**config.mk**
```make
export PLATFORM = sky130hd
export DESIGN_NAME = encoder_event_buffer
export DESIGN_NICKNAME = d
export VERILOG_FILES = /design/src/rtl/front_panel_pkg.sv /design/src/rtl/enc_event_fifo.sv /design/src/rtl/encoder_event_buffer.sv
export SDC_FILE = /design/constraint.sdc
export NUM_CORES = 1
export LEC_CHECK = 0
export CELL_PAD_IN_SITES_DETAIL_PLACEMENT = 0
export CELL_PAD_IN_SITES_GLOBAL_PLACEMENT = 1
export CORE_MARGIN = 4
export CORE_UTILIZATION = 36
export CTS_CLUSTER_DIAMETER = 40
export CTS_CLUSTER_SIZE = 24
export DETAILED_ROUTE_END_ITERATION = 12
export GPL_ROUTABILITY_DRIVEN = 0
export PLACE_DENSITY = 0.69
export SLEW_MARGIN = 20
export SYNTH_ARGS = -nofsm -noshare
export SYNTH_HDL_FRONTEND = slang
export SYNTH_SLANG_ARGS = --single-unit
```
**constraint.sdc**
```tcl
create_clock -name clk -period 2.3 [get_ports clk]
set_input_delay 0.46 -clock clk [delete_from_list [all_inputs] [get_ports clk]]
set_output_delay 0.46 -clock clk [all_outputs]
set_load 0.01 [all_outputs]
```
**src/rtl/front_panel_pkg.sv**
```systemverilog
// Shared types and constants for the front-panel encoder event path.
package front_panel_pkg;

    typedef struct packed {
        logic switch;
        logic clockwise;
        logic click;
    } enc_event_t;

    localparam int unsigned EVT_CLICK = 0;
    localparam int unsigned EVT_CW    = 1;
    localparam int unsigned EVT_SW    = 2;
    localparam int unsigned EVT_VALID = 3;
    localparam int unsigned EVT_OVF   = 4;

    localparam int unsigned STEP_SLOW = 1;
    localparam int unsigned STEP_FAST = 4;

endpackage

```
**src/rtl/enc_event_fifo.sv**
```systemverilog
// Synchronous FIFO with a registered head word that already reflects the
// entry at the head on the clock after a push into an empty queue.
module enc_event_fifo #(
    parameter int unsigned DEPTH = 8,
    parameter int unsigned WIDTH = 3
) (
    input  logic                       clk,
    input  logic                       rst_n,
    input  logic                       push,
    input  logic [WIDTH-1:0]           wdata,
    input  logic                       pop,
    output logic [WIDTH-1:0]           rdata,
    output logic                       full,
    output logic                       empty,
    output logic [$clog2(DEPTH):0]     level
);

    localparam int unsigned AW = $clog2(DEPTH);

    logic [WIDTH-1:0] mem [DEPTH];
    logic [AW:0]      wr_ptr_q, wr_ptr_d;
    logic [AW:0]      rd_ptr_q, rd_ptr_d;
    logic [WIDTH-1:0] head_q, head_d;
    logic             push_en, pop_en;

    assign empty = (wr_ptr_q == rd_ptr_q);
    assign full  = (wr_ptr_q[AW-1:0] == rd_ptr_q[AW-1:0]) && (wr_ptr_q[AW] != rd_ptr_q[AW]);
    assign level = wr_ptr_q - rd_ptr_q;
    assign rdata = head_q;

    // A pop frees a slot, so a push at full is still accepted when paired with a pop.
    assign pop_en  = pop && !empty;
    assign push_en = push && (!full || pop);

    always_comb begin
        wr_ptr_d = wr_ptr_q;
        rd_ptr_d = rd_ptr_q;
        head_d   = head_q;
        if (push_en) wr_ptr_d = wr_ptr_q + 1'b1;
        if (pop_en)  rd_ptr_d = rd_ptr_q + 1'b1;
        // New head is the slot being written this cycle: bypass the memory.
        if (wr_ptr_d != rd_ptr_d) begin
            if (push_en && (rd_ptr_d == wr_ptr_q)) head_d = wdata;
            else                                   head_d = mem[rd_ptr_d[AW-1:0]];
        end
    end

    always_ff @(posedge clk) begin
        if (push_en) mem[wr_ptr_q[AW-1:0]] <= wdata;
    end

    always_ff @(posedge clk) begin
        if (!rst_n) begin
            wr_ptr_q <= '0;
            rd_ptr_q <= '0;
            head_q   <= '0;
        end else begin
            wr_ptr_q <= wr_ptr_d;
            rd_ptr_q <= rd_ptr_d;
            head_q   <= head_d;
        end
    end

endmodule

```
**src/rtl/encoder_event_buffer.sv**
```systemverilog
// Rotary-encoder event queue, overflow flag and saturating detent position.
// Optional step acceleration is enabled by defining ENC_ACCEL_EN.
module encoder_event_buffer
    import front_panel_pkg::*;
#(
    parameter int unsigned DEPTH        = 8,
    parameter int unsigned CNT_W        = 8,
    parameter int unsigned ACCEL_WINDOW = 250000
) (
    input  logic                     clk,
    input  logic                     spi_reset_n,
    input  logic                     enc_state_change_stb,
    input  logic                     click,
    input  logic                     clockwise,
    input  logic                     switch,
    input  logic                     event_rd_stb,
    input  logic                     pos_clr_stb,
    output logic [7:0]               event_reg,
    output logic [CNT_W-1:0]         position,
    output logic [$clog2(DEPTH):0]   fifo_level
);

    localparam int unsigned EW = CNT_W + 3;
    localparam logic signed [EW-1:0] POS_MAX = {4'b0000, {(CNT_W-1){1'b1}}};
    localparam logic signed [EW-1:0] POS_MIN = {4'b1111, {(CNT_W-1){1'b0}}};

    enc_event_t       evt_in;
    logic [2:0]       head;
    logic             fifo_full, fifo_empty;
    logic             ovf_q, ovf_d;
    logic [CNT_W-1:0] position_q, position_d;
    logic             step_en;
    logic [EW-1:0]    step_mag;
    logic signed [EW-1:0] pos_ext, step_e, sum;

    assign evt_in = '{switch: switch, clockwise: clockwise, click: click};

    enc_event_fifo #(
        .DEPTH (DEPTH),
        .WIDTH (3)
    ) u_fifo (
        .clk   (clk),
        .rst_n (spi_reset_n),
        .push  (enc_state_change_stb),
        .wdata (evt_in),
        .pop   (event_rd_stb),
        .rdata (head),
        .full  (fifo_full),
        .empty (fifo_empty),
        .level (fifo_level)
    );

    // A fresh overflow outranks the clear from a pop in the same cycle.
    always_comb begin
        ovf_d = ovf_q;
        if (event_rd_stb && !fifo_empty)                      ovf_d = 1'b0;
        if (enc_state_change_stb && fifo_full && !event_rd_stb) ovf_d = 1'b1;
    end

    assign event_reg = {3'b000, ovf_q, ~fifo_empty, head};
    assign position  = position_q;
    assign step_en   = enc_state_change_stb && click;

`ifdef ENC_ACCEL_EN
    localparam int unsigned TW = $clog2(ACCEL_WINDOW + 1);

    logic [TW-1:0] timer_q, timer_d;
    logic          have_prev_q, prev_cw_q;
    logic          fast;

    assign fast = have_prev_q && (timer_q < TW'(ACCEL_WINDOW)) && (prev_cw_q == clockwise);

    always_comb begin
        timer_d = timer_q;
        if (step_en)                         timer_d = '0;
        else if (timer_q < TW'(ACCEL_WINDOW)) timer_d = timer_q + 1'b1;
    end

    always_ff @(posedge clk) begin
        if (!spi_reset_n) begin
            timer_q     <= '0;
            have_prev_q <= 1'b0;
            prev_cw_q   <= 1'b0;
        end else begin
            timer_q <= timer_d;
            if (step_en) begin
                have_prev_q <= 1'b1;
                prev_cw_q   <= clockwise;
            end
        end
    end
`endif

    always_comb begin
        step_mag = EW'(STEP_SLOW);
`ifdef ENC_ACCEL_EN
        if (fast) step_mag = EW'(STEP_FAST);
`endif
        step_e  = clockwise ? step_mag : -step_mag;
        pos_ext = {{3{position_q[CNT_W-1]}}, position_q};
        sum     = pos_ext + step_e;
        if (sum > POS_MAX)      sum = POS_MAX;
        else if (sum < POS_MIN) sum = POS_MIN;

        position_d = position_q;
        if (pos_clr_stb)  position_d = '0;
        else if (step_en) position_d = sum[CNT_W-1:0];
    end

    always_ff @(posedge clk) begin
        if (!spi_reset_n) begin
            ovf_q      <= 1'b0;
            position_q <= '0;
        end else begin
            ovf_q      <= ovf_d;
            position_q <= position_d;
        end
    end

endmodule

```
==> results of run 1 <==
-- cell usage in the layout, fill, tap and decap left out, types with 5 or more instances in the layout --
master           synthesis  layout
nor2_1                   8       8
clkbuf_8                 0       5
inv_1                   15      12
xnor2_1                 11      10
dfxtp_2                  0       5
o21ai_0                 14      11
edfxtp_1                24      24
nor2b_1                  8       8
and2_1                   7       6
or3_1                    7       7
buf_4                    4      74
dfxtp_1                 20      14
ha_4                     0       8
a21o_1                   7       7
nor3_1                  10       8
o22ai_1                 24      24
clkdlybuf4s50_1          0      19
a21oi_1                 16      12
nand2_1                 11      11
o31ai_1                  6       6
ha_1                    13       5
-- final timing paths --
| check | cells past startpoint | to | start | slack [ps] |
|---|---|---|---|---|
| hold / removal | 2 | u_fifo.mem[7][1] | clockwise | 550 |
| setup / recovery | 8 | u_fifo.rdata[1] | u_fifo.rd_ptr_q[0] | 3 |
| setup reg to reg | 8 | u_fifo.rdata[1] | u_fifo.rd_ptr_q[0] | 3 |
| hold reg to reg | 2 | position[4] | position[4] | 570 |
-- metal layers --
layer | GRT usage (%) | routed length, um
met5 | 0 | 0
met3 | 3.24 | 217
met4 | 5.29 | 125
met2 | 27.3 | 3420
met1 | 22.6 | 3460
-- what timing repair did --
action,CTS,global route
pin swaps,12,20
hold endpoints to repair,0,0
resized for setup,21,27
buffers inserted,3,3
setup endpoints to repair,15,13
-- registers in the layout, indices dropped and copies added, names as in the netlist --
register,count
ovf_q,1
u_fifo.mem,24
u_fifo.rd_ptr_q,4
position,8
u_fifo.rdata,3
u_fifo.wr_ptr_q,4
-- power by group through the flow --
| stage | Clock (mW) | Combinational, mW | Sequential, mW |
|---|---|---|---|
| final | 0.624 | 1.25 | 0.921 |
| after global routing | 0.666 | 1.37 | 0.928 |
| after CTS | 0.633 | 1.19 | 0.917 |
| after detailed placement | 0 | 1.17 | 0.929 |
| after global placement | 0 | 1.15 | 0.930 |
| after floorplan | 0 | 0.687 | 0.937 |
-- logic make-up after synthesis --
logic type	synth area share, %
compound gates	23.1
simple gates	16.3
flops	40.9
buf+inv	5.94
xor+xnor	6.21
fa+ha+maj	7.40
other cells	0.137
-- stage by stage --
step / setup TNS [ps] / power, mW / setup WS (ps)
after floorplan: 0 / 1.62 / 4.99
after global placement: -6250 / 2.08 / -725
after detailed placement: -6700 / 2.10 / -773
after CTS: 0 / 2.74 / 4.49
after global routing: -343 / 2.97 / -106
final: 0 / 2.79 / 3.07
-- layout make-up --
type,count,area (um^2)
clock inverter,3,46.3
fill,655,3420
tap,99,124
inverter,15,60.1
timing repair buffer,98,788
sequential,44,1130
clock buffer,5,68.8
multi-input combinational,206,1690
==> results.cfg, run 1 <==
[placed_design]
place_hpwl_um = 5480
io_buffers = 24
placed_area_um2 = 3590
place_inst = 456

[worst_setup_path]
start_kind = flop
crit_buf_inv = 0
crit_family = compound AO/OA/AOI/OAI gates
critPathCaptureType = flop
cp_slowest_cell = dfxtp_4
max_stage_delay_ps = 380
path_cells = ha_4 -> and4_1 -> a21o_1 -> or3_1 -> a211o_1 -> a211oi_4 -> a32oi_1 -> o31ai_1
crit_required_ps = 2520
crit_type = reg2reg
cp_max_fo = 6
cp.arrival_ps = 2520

[pwr]
pwr-share-seq_pct = 33.0
power.clock.fraction_pct = 22.4
intPower_mw = 1.85
p_sw_mw = 0.936
leakage_nw = 1.56
netSwitchingFraction_pct = 33.5
comb_power_share_pct = 44.6
power.density_nw_per_um2 = 714
peakVddDrop_v = 0.000279

[cts]
cts.sinks = 44
numCtsBuffers = 5
cts_tree = built
insertion_delay_ps = 310
clk_pin_slew_worst_paths_ps = 90
clockBufferDepth = 2
cts-root-buf = clkbuf_8
hold_buffers = 0
htreeDepth = 2

[timing]
hold_viol_final = 0
min_period_over_period_pct = 99.9
hold_ws_ps = 546
fin_worst_skew_ps = 12.5
final-max-slew-violation-count = 0
slew_headroom_pct = 66.7
max_freq_mhz = 435
rsz0062_at_grt = yes
setup_violations = 0
period_minus_slack_ps = 2300
worst_pin_slew_ps = 495

[hold_path]
worstHoldPathType = in2reg

[die]
die_w_um = 95.2
ios = 28
initial_core_util_pct = 37.4
fp.dieH_um = 95.2
core-area_um2 = 7330
die_area_um2 = 9070
rows = 31

[yosys]
synth_common_cells = edfxtp_1, o22ai_1, dfxtp_1, a21oi_1, inv_1
synth_cell_type_count = 59
syn_area_um2 = 2740
syn_inst = 278
avgSynthCellArea_um2 = 9.85
synth_edf_count = 24
yosys.area.top_type_share_pct = 26.3
ys_seq_area_share_pct = 40.9
yosys_warnings = 0
ys.flop_type = edfxtp_1
synth-seq-cells = 44
synthTopCellsByArea = edfxtp_1, dfxtp_1, ha_1
synth_area_leader_cell = edfxtp_1
async_flop_share_pct = 0

[global_routing]
grt_pass1_vias = 2428
antenna_found_initial = 0
grtUsageTotal_pct = 16.9
overflow = 0
grt_max_degree = 16
grt_pass1_wl_um = 11700

[finish]
areaGrowthSynthToFinish_pct = 42.8
fin_nets = 393
final_cells = 470
drive_above_1_share_pct = 36.4
fin_area_um2 = 3910
antenna_cells = 0
final_util_pct = 53.3

[detailed_routing]
avgViaCountPerCell = 5.11
ant_nets = 0
drc = 0
vias = 2401
routed_wl_um = 7220
drtIter0Drc = 83
wl_per_cell_um = 15.4
dr.pass1.iters = 4

[run]
maxCapViolations = 0

[status]
status = complete, no violations
Note: power is estimated with default switching activity, not from simulation.
==> inputs of run 2 (changes only) <==
--- a/config.mk
+++ b/config.mk
@@ -5,6 +5,7 @@
 export SDC_FILE = /design/constraint.sdc
 export NUM_CORES = 1
 export LEC_CHECK = 0
+export ABC_CLOCK_PERIOD_IN_PS = 2300
 export CELL_PAD_IN_SITES_DETAIL_PLACEMENT = 0
 export CELL_PAD_IN_SITES_GLOBAL_PLACEMENT = 1
 export CORE_MARGIN = 4
@@ -13,7 +14,7 @@
 export CTS_CLUSTER_SIZE = 24
 export DETAILED_ROUTE_END_ITERATION = 12
 export GPL_ROUTABILITY_DRIVEN = 0
-export PLACE_DENSITY = 0.69
+export PLACE_DENSITY = 0.71
 export SLEW_MARGIN = 20
 export SYNTH_ARGS = -nofsm -noshare
 export SYNTH_HDL_FRONTEND = slang
==> run 2 against run 1 <==
Compared with the run above: the run now ends with negative setup slack left; via count is 4.2% higher; sequential share of layout area down 1.2 points; core utilization is 2.4 points higher; sequential cell count is the same; sequential power barely moved; critical path type unchanged; worst hold slack better by 16 ps; die area did not move; largest power group unchanged; highest routed layer unchanged; maximum frequency shrank 0.54%; non-clock buffer count increased by 4; register-to-register slack hardly changed.
==> results.cfg, run 2 (synthesis gave the netlist of run 1 again) <==
[status]
failed_checks = negative setup slack
status = complete, but fails checks

[pwr]
peakVddDrop_v = 0.000293
p_sw_mw = 1.04
totalPowerFinal_mw = 3.03
netSwitchingFraction_pct = 34.3
comb_power_share_pct = 49.3
pwr-share-seq_pct = 30.5
power.density_nw_per_um2 = 742
power.clock.fraction_pct = 20.3
intPower_mw = 1.99
leakage_nw = 1.61

[worst_setup_path]
r2r-start = u_fifo.rd_ptr_q[0]
cp.arrival_ps = 2520
crit_required_ps = 2510
cp_max_fo = 8
path_cells = ha_4 -> buf_6 -> nand4b_1 -> o22a_1 -> buf_6 -> buf_12 -> o22ai_2 -> or3_1 -> o311ai_2 -> o31ai_2 -> o31ai_1
startpoint = u_fifo.rd_ptr_q[0]
critPathCaptureType = flop
cp_slowest_cell = dfxtp_4
start_kind = flop
max_stage_delay_ps = 390
crit_type = reg2reg
cp_common_cell = buf_6

[timing]
setup_violations = 1
setup_ws_ps = -9.36
rsz0062_at_grt = yes
hold_viol_final = 0
fin_setup_tns_ps = -9.36
max_freq_mhz = 433
min_period_over_period_pct = 100
period_minus_slack_ps = 2310
worst_pin_slew_ps = 534
final-max-slew-violation-count = 0
fin_worst_skew_ps = 13.0
slew_headroom_pct = 64.2
hold_ws_ps = 562

[cts]
clockBufferDepth = 2
cts_tree = built
insertion_delay_ps = 300
hold_buffers = 0
numCtsBuffers = 5
cts.sinks = 44
cts-root-buf = clkbuf_8
htreeDepth = 2
clk_pin_slew_worst_paths_ps = 100

[global_routing]
grt_pass1_wl_um = 12000
grt_pass1_vias = 2439
overflow = 0
grt_max_degree = 17
antenna_found_initial = 0
grtUsageTotal_pct = 17.3

[placed_design]
io_buffers = 24
place_hpwl_um = 5660
place_inst = 453

[finish]
final_common_cell = buf_4
largest_register_ffs = 24
final_cells = 474
drive_above_1_share_pct = 40.5
final_cell_mix = buf_4, edfxtp_1, o22ai_1
areaGrowthSynthToFinish_pct = 49.2
antenna_cells = 0
fin_nets = 397

[detailed_routing]
dr.pass1.iters = 4
avgViaCountPerCell = 5.28
ant_nets = 0
vias = 2501
drtIter0Drc = 101
drc = 0
routed_wl_um = 7850
wl_per_cell_um = 16.6

[hold_path]
worstHoldPathType = in2reg
hold_start = clockwise

[die]
rows = 31
core-area_um2 = 7330
die_area_um2 = 9070
ios = 28
initial_core_util_pct = 37.4
fp.dieH_um = 95.2
die_w_um = 95.2

[run]
maxCapViolations = 0
run 2: cell count changes in the layout (fill, tap and decap cells not counted), moves of 2 or more:
cell	delta
o31ai_1	-3
o21ai_2	+2
clkdlybuf4s15_2	+2
a21oi_1	-2
o31ai_2	+3
o21ai_1	-2
buf_4	-9
buf_6	+10
o311ai_0	-3
o311ai_2	+2
run 2: area by class of cell:
cell class | count | area, um^2
flip-flops and latches | 44 | 1130
inverters | 15 | 60.1
multi-input cells | 206 | 1780
fillers | 633 | 3250
repair buffers | 102 | 876
clock buffers | 5 | 68.8
well taps | 99 | 124
clock inverters | 3 | 46.3
run 2: timing repair:
item,in CTS,in global routing
setup endpoints to repair,15,12
gates cloned,1,0
resized for setup,28,51
pin swaps,10,25
buffers inserted,2,11
run 2: path summary, 6_finish.rpt:
kind                                    endpoint  slack, ps  cells after the start
worst max-delay path             u_fifo.rdata[1]         -9                     11
worst min-delay path            u_fifo.mem[7][1]        560                      2
worst max register to register   u_fifo.rdata[1]         -9                     11
worst min register to register       position[4]        590                      2
run 2: power groups by stage:
| stage | Clock [mW] | Combinational (mW) | Sequential (mW) |
|---|---|---|---|
| floorplan | 0 | 0.687 | 0.937 |
| global placement | 0 | 1.16 | 0.932 |
| detailed placement | 0 | 1.18 | 0.934 |
| CTS | 0.623 | 1.24 | 0.922 |
| global route | 0.663 | 1.61 | 0.930 |
| finish | 0.614 | 1.49 | 0.923 |
run 2: critical path, delay by kind of cell (launching register included):
kind                     cells  cell delay (ps)
flip-flops                   1              390
AND/OR/NAND/NOR              2              490
buffers and inverters        3              350
AO/OA/AOI/OAI                5              720
adder cells (fa/ha/maj)      1              270
run 2: metrics by stage:
| stage | cell area (um^2) | util [%] | setup WS (ps) |
|---|---|---|---|
| after detailed placement | 3570 | 48.7 | -790 |
| after global placement | 3570 | 48.7 | -736 |
| after floorplan | 2830 | - | 4.99 |
| after CTS | 3790 | 51.7 | -67.6 |
| final | 4090 | 55.7 | -9.36 |
| after global routing | 4090 | 55.7 | -81.5 |
run 2: per-layer routing:
| layer | share of wire, % | global-route usage (%) |
|---|---|---|
| met3 | 3.7 | 3.24 |
| met4 | 1.5 | 3.97 |
| met2 | 49 | 28.2 |
| met1 | 46 | 23.8 |
| met5 | 0 | 0 |
==> inputs of run 3 (changes only) <==
--- a/config.mk
+++ b/config.mk
@@ -5,16 +5,17 @@
 export SDC_FILE = /design/constraint.sdc
 export NUM_CORES = 1
 export LEC_CHECK = 0
+export ABC_AREA = 1
 export ABC_CLOCK_PERIOD_IN_PS = 2300
 export CELL_PAD_IN_SITES_DETAIL_PLACEMENT = 0
 export CELL_PAD_IN_SITES_GLOBAL_PLACEMENT = 1
 export CORE_MARGIN = 4
-export CORE_UTILIZATION = 36
+export CORE_UTILIZATION = 38
 export CTS_CLUSTER_DIAMETER = 40
 export CTS_CLUSTER_SIZE = 24
 export DETAILED_ROUTE_END_ITERATION = 12
 export GPL_ROUTABILITY_DRIVEN = 0
-export PLACE_DENSITY = 0.71
+export PLACE_DENSITY = 0.78
 export SLEW_MARGIN = 20
 export SYNTH_ARGS = -nofsm -noshare
 export SYNTH_HDL_FRONTEND = slang
==> run 3 against run 2 <==
Compared with the run above: the flow now finishes without violations; register-to-register slack improved by 210 ps; area after synthesis rose by 3.8%; worst hold slack got worse by 96 ps; worst setup slack improved by 120 ps; die area fell by 1.5%; critical path depth fell by 6; non-clock buffer count fell by 29; clock skew fell by 3.4 ps; final cell count rose by 15%; largest cell class unchanged.
==> results.cfg, run 3 <==
[worst_setup_path]
start_kind = flop
ff2ff_setup_slack_ps = 200
cp_max_fo = 2
cp.arrival_ps = 1730
r2r-start = u_fifo.rd_ptr_q[1]
reg2reg_depth = 13
crit_type = reg2out
crit_required_ps = 1840
r2r-end = u_fifo.rdata[0]
critPathCaptureType = output pin

[pwr]
power.density_nw_per_um2 = 748
leakage_nw = 1.77
totalPowerFinal_mw = 2.79
peakVddDrop_v = 0.000289

[timing]
setup_ws_ps = 109
rsz0062_at_grt = no
min_period_over_period_pct = 95.3
period_minus_slack_ps = 2190
max_freq_mhz = 456
fin_worst_skew_ps = 9.60
setup_violations = 0
final-max-slew-violation-count = 0
hold_viol_final = 0

[yosys]
syn_area_um2 = 2840
yosys.area.top_type_share_pct = 25.4
ys_seq_area_share_pct = 39.4
synth_area_leader_cell = edfxtp_1
ys.flop_type = edfxtp_1
synth_cell_type_count = 32
avgSynthCellArea_um2 = 7.66
synth_most_common_cell = nand2_1
synthTopCellsByArea = edfxtp_1, dfxtp_1, nand2_1
synth_common_cells = nand2_1, nand3_1, inv_1, nor2_1, edfxtp_1
async_flop_share_pct = 0
yosys_warnings = 0
syn_inst = 371
synth-seq-cells = 44
synth_edf_count = 24

[cts]
cts-root-buf = clkbuf_8
htreeDepth = 2
numCtsBuffers = 5
clockBufferDepth = 2
clk_pin_slew_worst_paths_ps = 80
hold_buffers = 0
cts_tree = built
insertion_delay_ps = 300
cts.sinks = 44

[hold_path]
hold_path_depth = 2
hold_end = ovf_q
worstHoldPathType = reg2reg
hold_start = ovf_q

[detailed_routing]
routed_wl_um = 7230
drc = 0
dr.pass1.iters = 6
vias = 2601
ant_nets = 0
avgViaCountPerCell = 4.78
wl_per_cell_um = 13.3
drtIter0Drc = 107

[finish]
drive_above_1_share_pct = 22.5
final_cells = 544
areaGrowthSynthToFinish_pct = 31.2
fin_nets = 467
antenna_cells = 0
largest_register_ffs = 24
n_fill_cell = 738
final_util_pct = 51.4
fin_area_um2 = 3730
final_cell_mix = nand2_1, nand3_1, buf_4
final_common_cell = nand2_1

[die]
core-area_um2 = 7250
die_w_um = 94.5
die_area_um2 = 8930
fp.dieH_um = 94.5
ios = 28
rows = 31
initial_core_util_pct = 39.2

[placed_design]
dp_slack_ps = -647
place_hpwl_um = 5580
place_inst = 535
io_buffers = 24
placed_area_um2 = 3520

[global_routing]
grt_pass1_wl_um = 11900
grt_pass1_vias = 2541
grt_max_degree = 15
antenna_found_initial = 0
overflow = 0
grtUsageTotal_pct = 17.2

[run]
maxCapViolations = 0

[status]
status = complete, no violations
run 3: changes by cell type after synthesis, moves of 7 or more:
cell and delta:
a21oi_1 -8, and2_1 -7, inv_1 +30, nand2_1 +81, nand2_4 +7, nand3_1 +51
nand3b_1 +14, nor2_1 +26, nor2b_1 -8, nor3_1 -7, o21ai_0 -12, o22ai_1 -24
or3_1 -7, xnor2_1 -7
run 3: layout make-up:
class / instances / area (um^2) / area share (%)
clock inverters: 2 / 33.8 / 0.906
inverters: 52 / 198 / 5.30
clock buffers: 6 / 82.6 / 2.21
multi-input cells: 268 / 1570 / 42.0
well taps: 99 / 124 / 3.32
flip-flops and latches: 44 / 1120 / 30.1
repair buffers: 73 / 603 / 16.2
run 3: critical path, cell delays in order (launching register included):
cell,delay (ps)
dfxtp_1,330
inv_1,60
ha_1,230
fa_1,390
xnor2_1,150
dlygate4sd2_1,280
run 3: cells by family after synthesis:
logic type | Yosys count | share of synthesized area (%)
AO/OA/AOI/OAI | 20 | 4.27
other | 1 | 0.132
flip-flops | 44 | 39.4
AND/OR/NAND/NOR | 224 | 38.5
buffers and inverters | 61 | 8.71
XOR/XNOR | 6 | 1.85
adder cells (fa/ha/maj) | 15 | 7.13
run 3: how the worst max path moves through the flow:
stage                            start       endpoint  slack (ps)  cells past startpoint
finish              u_fifo.wr_ptr_q[0]  fifo_level[2]         110                      5
global route        u_fifo.wr_ptr_q[0]  fifo_level[2]           7                      5
CTS                 u_fifo.rd_ptr_q[2]  fifo_level[3]          70                      6
detailed placement           clockwise    position[3]        -650                     13
global placement             clockwise    position[3]        -630                     13
floorplan                    clockwise    position[0]         230                     13
run 3: report_power, final:
| part | internal [mW] | total [mW] | leakage [nW] | switching, mW |
|---|---|---|---|---|
| sequential | 0.895 | 0.931 | 0.383 | 0.0353 |
| combinational | 0.528 | 1.24 | 1.33 | 0.716 |
| clock | 0.350 | 0.614 | 0.0588 | 0.264 |
run 3: per-stage QoR:
stage / setup TNS (ps) / hold slack, ps
global route: 0 / 508
floorplan: 0 / 440
CTS: 0 / 477
finish: 0 / 466
detailed placement: -4560 / 465
global placement: -4400 / 454
run 3: per-layer routing:
layer / wire, um / GRT usage [%] / share of wire [%]
met5: 0 / 0 / 0
met4: 125 / 6.37 / 1.7
met3: 225 / 2.87 / 3.1
met2: 3700 / 31.3 / 51
met1: 3170 / 20.2 / 44
run 3: what timing repair did:
item                       in CTS  in global routing
gates cloned                    0                  0
resized for setup              18                 10
setup buffers                   0                  1
pin swaps                       1                  4
setup endpoints to repair      11                  7
